[src/rtl/fix_tx_sched.sv]
// rtl/fix_tx_sched.sv - two-requester FIX body scheduler that appends the "10=NNN<SOH>" checksum trailer
module fix_tx_sched #(
   parameter int DATA_WIDTH = 8,
   parameter int CNT_WIDTH  = 16
) (
   input  logic                  clk,
   input  logic                  rst,
   input  logic [DATA_WIDTH-1:0] s0_data,
   input  logic                  s0_valid,
   input  logic                  s0_last,
   output logic                  s0_ready,
   input  logic [DATA_WIDTH-1:0] s1_data,
   input  logic                  s1_valid,
   input  logic                  s1_last,
   output logic                  s1_ready,
   output logic [DATA_WIDTH-1:0] m_data,
   output logic                  m_valid,
   input  logic                  m_ready,
   output logic                  m_last,
   output logic [1:0]            grant,
   output logic                  busy,
   output logic [CNT_WIDTH-1:0]  msg_count
);

   typedef enum logic [1:0] {IDLE, BODY, TRAIL} state_t;

   state_t               state_q, state_d;
   logic [1:0]           grant_q, grant_d;
   logic                 ptr_q, ptr_d;
   logic [7:0]           sum_q, sum_d;
   logic [2:0]           idx_q, idx_d;
   logic [CNT_WIDTH-1:0] cnt_q, cnt_d;

   logic [7:0] hund, rem, tens, units;
   logic [7:0] trail_byte;
   logic       body_last;

   // Decimal digits of the frozen checksum and the trailer byte at the current index
   always_comb begin
      hund  = sum_q / 8'd100;
      rem   = sum_q - hund * 8'd100;
      tens  = rem / 8'd10;
      units = rem - tens * 8'd10;
      case (idx_q)
         3'd0:    trail_byte = 8'h31;
         3'd1:    trail_byte = 8'h30;
         3'd2:    trail_byte = 8'h3D;
         3'd3:    trail_byte = 8'h30 + hund;
         3'd4:    trail_byte = 8'h30 + tens;
         3'd5:    trail_byte = 8'h30 + units;
         default: trail_byte = 8'h01;
      endcase
   end

   // Next-state, arbitration, pass-through and trailer emission
   always_comb begin
      state_d   = state_q;
      grant_d   = grant_q;
      ptr_d     = ptr_q;
      sum_d     = sum_q;
      idx_d     = idx_q;
      cnt_d     = cnt_q;
      m_data    = '0;
      m_valid   = 1'b0;
      m_last    = 1'b0;
      s0_ready  = 1'b0;
      s1_ready  = 1'b0;
      body_last = 1'b0;
      case (state_q)
         IDLE: begin
            if (s0_valid || s1_valid) begin
               state_d = BODY;
               // s0 wins when it is the only requester or when the pointer favours it
               if (s0_valid && (!s1_valid || !ptr_q)) grant_d = 2'b01;
               else                                   grant_d = 2'b10;
            end
         end
         BODY: begin
            if (grant_q[1]) begin
               m_data    = s1_data;
               m_valid   = s1_valid;
               s1_ready  = m_ready;
               body_last = s1_last;
            end else begin
               m_data    = s0_data;
               m_valid   = s0_valid;
               s0_ready  = m_ready;
               body_last = s0_last;
            end
            if (m_valid && m_ready) begin
               sum_d = sum_q + m_data;
               if (body_last) begin
                  state_d = TRAIL;
                  idx_d   = 3'd0;
               end
            end
         end
         TRAIL: begin
            m_valid = 1'b1;
            m_data  = trail_byte;
            m_last  = (idx_q == 3'd6);
            if (m_ready) begin
               if (idx_q == 3'd6) begin
                  state_d = IDLE;
                  grant_d = 2'b00;
                  sum_d   = 8'd0;
                  idx_d   = 3'd0;
                  cnt_d   = cnt_q + 1'b1;
                  // Hand priority to whichever requester was not just served
                  ptr_d   = grant_q[0];
               end else begin
                  idx_d = idx_q + 3'd1;
               end
            end
         end
         default: state_d = IDLE;
      endcase
   end

   // State registers with asynchronous clear
   always_ff @(posedge clk or posedge rst) begin
      if (rst) begin
         state_q <= IDLE;
         grant_q <= 2'b00;
         ptr_q   <= 1'b0;
         sum_q   <= 8'd0;
         idx_q   <= 3'd0;
         cnt_q   <= '0;
      end else begin
         state_q <= state_d;
         grant_q <= grant_d;
         ptr_q   <= ptr_d;
         sum_q   <= sum_d;
         idx_q   <= idx_d;
         cnt_q   <= cnt_d;
      end
   end

   assign grant     = grant_q;
   assign busy      = (state_q != IDLE);
   assign msg_count = cnt_q;

endmodule
[config.mk]
export PLATFORM = sky130hd
export DESIGN_NAME = fix_tx_sched
export DESIGN_NICKNAME = d
export VERILOG_FILES = /design/src/rtl/fix_tx_sched.sv
export SDC_FILE = /design/constraint.sdc
export NUM_CORES = 1
export LEC_CHECK = 0
export BUFFER_PORTS_ARGS = -buffer_cell sky130_fd_sc_hd__buf_4
export CAP_MARGIN = 25
export CELL_PAD_IN_SITES_DETAIL_PLACEMENT = 1
export CELL_PAD_IN_SITES_GLOBAL_PLACEMENT = 1
export CORE_ASPECT_RATIO = 1.4
export CORE_MARGIN = 2
export CORE_UTILIZATION = 45
export CTS_BUF_LIST = sky130_fd_sc_hd__clkbuf_8
export DETAILED_ROUTE_END_ITERATION = 16
export PLACE_DENSITY_LB_ADDON = 0.2
export SLEW_MARGIN = 20
export SYNTH_ARGS = -nofsm -noshare
export SYNTH_HDL_FRONTEND = slang
export SYNTH_SLANG_ARGS = --single-unit
export TNS_END_PERCENT = 10
[constraint.sdc]
create_clock -name clk -period 9.65 [get_ports clk]
set_input_delay 1.4475 -clock clk [delete_from_list [all_inputs] [get_ports clk]]
set_output_delay 1.4475 -clock clk [all_outputs]
set_load 0.03 [all_outputs]
Word level (Yosys, flattened, before mapping) --
Index checks and enable logic that the tools add are counted.
Word-level totals: ROM bits 0, memories 0, bits in latches 0, output and inout bits 31, bits in registers 32, input bits 23, word-level logic and storage cells 79, memory bits (writable) 0
Cells by class: multiply operators 2, add/subtract/negate cells 8, shift operators 0, eq/ne operators 13, divide/modulo/power cells 2, bitwise gates (word level) 0, $lt $le $gt $ge 0, mux-type cells 32, reduce and logical (&&, ||, !) cells 16
Operators by type and width (number):
- $pmux W8 S6 | 1
- $mux W8 | 5
- $pmux W8 S2 | 2
- $add A6 B8 Y8 const A | 3
- $add A16 B1 Y16 const B | 1
- $sub A8 B8 Y8 | 2
- $mux W2 | 7
- $mux W3 | 4
- $reduce_and A4 Y1 | 3
- $ne A2 B2 Y1 const B | 5
- $eq A3 B3 Y1 const B | 3
- $mux W1 | 9
- $add A8 B8 Y8 | 1
- $div A8 B4 Y8 const B | 1
- $div A8 B7 Y8 const B | 1
- $mul A8 B3 Y7 const B | 1
- $mul A8 B5 Y6 const B | 1
- $eq A3 B2 Y1 const B | 2
- $pmux W2 S3 | 1
- $pmux W3 S2 | 1
- $reduce_bool A2 Y1 | 3
- $reduce_and A5 Y1 | 1
- $pmux W2 S2 | 1
- $add A3 B1 Y3 const B | 1
- 10 further kinds | 13

Logic depth before layout (Yosys ltp) --
word-level depth 9, depth in mapped cells 35, gate-level depth less buffers 33

Least setup slack after synthesis --
No wires, ideal clock.
path kind flip-flop to output port, from reg sum_q[4], to out m_data[5], setup slack 1.974 ns, cell stages (with the launch flop) 33, buffers on the path 2, data required time 8.203 ns, data arrival time 6.229 ns, path through dfrtp_1 -> buf_6 -> o31ai_1 -> nand2_1 -> o21ai_0 -> inv_1 -> ha_1 -> ha_1 -> buf_6 -> or3_4 -> a211oi_2 -> nor2_2 -> a21oi_1 -> a211oi_1 -> o211ai_1 -> inv_1 -> ha_1 -> nand2b_1 -> o221a_1 -> a21boi_2 -> inv_1 -> ha_1 -> ha_1 -> inv_1 -> fa_1 -> inv_1 -> ha_1 -> inv_1 -> ha_1 -> xnor2_1 -> nand3_1 -> a21o_1 -> a21boi_0
On the way: cells in the longest elaborated chain, start to end 9, elaborated cells on any way between the ends 11, those cells by class add/sub (5); mul (2); div (2); mux (2)
Ends and longest elaborated chain:
- start, declared | RTL line 30 | logic [7:0] sum_q, sum_d;
- start signal, assigned | RTL line 133 | sum_q <= sum_d;
- $div A8 B7 Y8 | RTL line 40 | hund = sum_q / 8'd100;
- $mul A8 B5 Y6 | RTL line 41 | rem = sum_q - hund * 8'd100;
- $sub A8 B8 Y8 | RTL line 41
- $div A8 B4 Y8 | RTL line 42 | tens = rem / 8'd10;
- $mul A8 B3 Y7 | RTL line 43 | units = rem - tens * 8'd10;
- $sub A8 B8 Y8 | RTL line 43
- $add A6 B8 Y8 | RTL line 50 | 3'd5: trail_byte = 8'h30 + units;
- $pmux W8 S6 (*) | RTL line 44 | case (idx_q)
- $pmux W8 S2 (*) | RTL line 69 | case (state_q)
- end, declared | RTL line 16 | output logic [DATA_WIDTH-1:0] m_data,
Every way passes the cells marked *; elsewhere a longest branch is shown, timed or not.

Worst setup path after layout --
from reg sum_q[4], to out m_data[7]
The elaborated chain is that of the path after synthesis.

==> out/summary.log <==
[clocking] Post-CTS Resized 0
[routing] first-iteration detailed-routing DRC count 91
[routing] number of search-and-repair iterations in the first detailed-routing pass 4
[logic_synthesis] synthesized-area fraction occupied by ao, oa, aoi and oai cells 0.230
[logic_synthesis] cell count after synthesis 409
[routing] met1 wire length 3980 um
[sta] min Tclk post-route 8530 ps
[logic_synthesis] share of synthesized registers carrying an async set or reset 1.00
[finish] post-route core utilization 0.541
[sta] final clock skew 5.96 ps
[job] # Max-Cap Violations 0
[die] Total Die Area 8390 sq um
[sta] unrepaired setup endpoints after global routing false
[routing] vias post-DR 3,260
[clocking] clock tree from TritonCTS done
[grt] pin count of the biggest net entering global routing 33
[finish] fill cell total of the finished layout 895
[routing] wire length reported by the detailed router 9920 um
[sta] final cycle utilization of the critical path 0.884
[routing] uppermost layer routed met4
[routing] wire length on met3 299 um
[clocking] Post-CTS Hold Fix Bufs 0
[logic_synthesis] list of most frequent post-synthesis cells sky130_fd_sc_hd__nand2_1, sky130_fd_sc_hd__ha_1, sky130_fd_sc_hd__inv_1, sky130_fd_sc_hd__dfrtp_1, sky130_fd_sc_hd__xnor2_1
[finish] share of cells above drive strength 1 0.209
[sta] Least-Margin Pin Slew 901 ps
[logic_synthesis] sequential element share of the synthesized area 0.232
[worst_setup_path] startpoint type of the worst setup path flop
[logic_synthesis] arithmetic-cell share of the synthesized area counting full adders, half adders and majority gates 0.150
[logic_synthesis] leading cell type by number of instances after synthesis sky130_fd_sc_hd__nand2_1
[worst_setup_path] Critical Path Slowest Stage Cell sky130_fd_sc_hd__dfrtp_1
[sta] Final Hold Violating Endpoints 0
[worst_setup_path] Setup crit end kind output port
[logic_synthesis] library cells used by synthesis 68
[min_path] cell depth of the worst min-delay path 1
[sta] Max Transition Viols Final 0
[placement] HPWL reported at the end of detailed placement 7970 um
[finish] final antenna diode count 0
[routing] detail-routed via count per cell 5.91
[logic_synthesis] share of the synthesized netlist area taken by xor and xnor gates 0.0910
[logic_synthesis] largest cells by area after synthesis sky130_fd_sc_hd__dfrtp_1, sky130_fd_sc_hd__ha_1, sky130_fd_sc_hd__xnor2_1
[routing] Routed wire per std cell 18.0 um
[worst_setup_path] worst setup path category reg2out
[die] number of I/O pins 54
[grt] Tot GR Track Use 0.248
[logic_synthesis] largest family of logic cells by synthesized area compound AO/OA/AOI/OAI gates
[worst_setup_path] critical-path maximum fanout 12
[min_path] worst hold path class reg2reg
[grt] wire length of the first global-routing pass 16,500 um
[clocking] source-to-sink clock delay at the later pin of the worst-skew pair 290 ps
[sta] Relative slew margins 0.395
[die] site row count 37
[grt] number of global-route vias before repair 3,402
[placement] weighted congestion reported at the end of routability-driven placement 0.819
[finish] net total in the final layout 515
[routing] remaining routing DRC violations 0
[logic_synthesis] net count of the mapped netlist 470
[routing] Routed met2 length 5310 um
[logic_synthesis] synthesized area per cell 8.43 sq um
[grt] number of antenna violations at the first check in global routing 0
[routing] count of nets left with antenna violations after detail routing 0
[clocking] root buffer cell sky130_fd_sc_hd__clkbuf_8
[clocking] post-CTS setup buffer count 0
[logic_synthesis] simple logic cell fraction of the synthesized area 0.176
[clocking] CTS clock-pin slew for the worst setup and hold paths 80 ps
[grt] GR Overflow Total 0
[worst_setup_path] Critical Path AT 7080 ps
[logic_synthesis] number of enable-type register cells in the synthesized netlist 0
[logic_synthesis] largest area contributor in the netlist sky130_fd_sc_hd__dfrtp_1
[logic_synthesis] flip-flop and latch count after synthesis 32
[sta] final setup violation count 0
[worst_setup_path] reg2reg path depth 10
[logic_synthesis] netlist area before placement 3450 sq um
[logic_synthesis] yosys warns 0
[sta] setup TNS 0 ps
[clocking] number of buffers on the longest clock path 2
[sta] worst hold slack 487 ps
[worst_setup_path] Data required, critical path 8200 ps
[clocking] Clock Sinks 32
[clocking] htree depth 2
[logic_synthesis] proportion of netlist area held by the largest area contributor 0.232
[finish] synth-to-layout area growth 16.2%
[die] placeable core area 7410 sq um
[die] Die Ht 108 um
[clocking] TritonCTS buffer count 5
[logic_synthesis] portion of netlist area occupied by mux cells 0.0562
[sta] maximum clock frequency 0.117 GHz
[die] starting utilization of the core area 0.466
[status] run status finished clean
[logic_synthesis] Primary FF master, synth sky130_fd_sc_hd__dfrtp_1
[placement] count of buffers from port buffering 53
[worst_setup_path] slowest stage delay, CP 620 ps
[die] die width 78.0 um
==> flip-flops by register name, summed over array words and instances, names as in the netlist <==
signal / cells
idx_q: 3
grant: 2
ptr_q: 1
sum_q: 8
msg_count: 16
state_q: 2
==> cell families after synthesis <==
kind of cell	count (synthesis)
and+or+nand+nor	120
AOI/OAI and AO/OA	111
buffers and inverters	54
adders and majority gates	39
xor gates and xnor gates	35
DFF	32
muxes	18
==> worst max-delay path: cells and delay by family (launching register included) <==
| kind | cells | cell delay (ps) |
|---|---|---|
| xor+xnor | 2 | 300 |
| compound gates | 11 | 2410 |
| fa+ha+maj | 8 | 2380 |
| simple gates | 3 | 420 |
| flops | 1 | 620 |
| buf+inv | 8 | 640 |
==> layer usage <==
metal  vias up  GRT usage
met5         -          0
met4         0      0.104
met3        26     0.0235
met2        85      0.475
met1      1593      0.275
li1       1556          -
==> through the flow <==
| step | area [sq um] | setup slack (ps) | std cells |
|---|---|---|---|
| floorplan | 3450 | 1970 | 409 |
| global placement | 3900 | 1720 | 544 |
| detailed placement | 3900 | 1370 | 544 |
| CTS | 4010 | 1060 | 552 |
| global route | 4010 | 459 | 552 |
| finish | 4010 | 1120 | 552 |
==> final timing paths <==
check / from / to / slack (ps)
setup reg to reg: grant[1]$_DFFE_PP0P_ / sum_q[7]$_DFFE_PP0P_ / 6560
hold / removal: msg_count[15]$_DFFE_PP0P_ / msg_count[15]$_DFFE_PP0P_ / 490
hold reg to reg: msg_count[15]$_DFFE_PP0P_ / msg_count[15]$_DFFE_PP0P_ / 490
max in group asynchronous: rst / idx_q[0]$_DFFE_PP0P_ / 8090
min in group asynchronous: rst / sum_q[5]$_DFFE_PP0P_ / 1250
setup / recovery: sum_q[4]$_DFFE_PP0P_ / m_data[7] / 1120
==> cells in the final DEF (no fill, tap or decap), drive strengths merged, types with 11 or more instances in the layout <==
master / instances
inv: 37
o21ai: 21
nand3: 15
buf: 55
nor2: 23
ha: 34
nand2: 43
xnor2: 26
mux2: 11
dfrtp: 32
a21oi: 21
==> area by class of cell <==
type | count | area [sq um] | share of cell area
multi-input combinational | 323 | 2420 | 0.604
sequential | 32 | 801 | 0.200
timing repair buffer | 55 | 413 | 0.103
inverter | 37 | 139 | 0.0347
tap | 97 | 121 | 0.0303
clock buffer | 5 | 68.8 | 0.0172
clock inverter | 3 | 42.5 | 0.0106
Power is left out: the tool's default activity adds up to more than one toggle a clock period on the data nets, which glitch-free logic cannot reach.
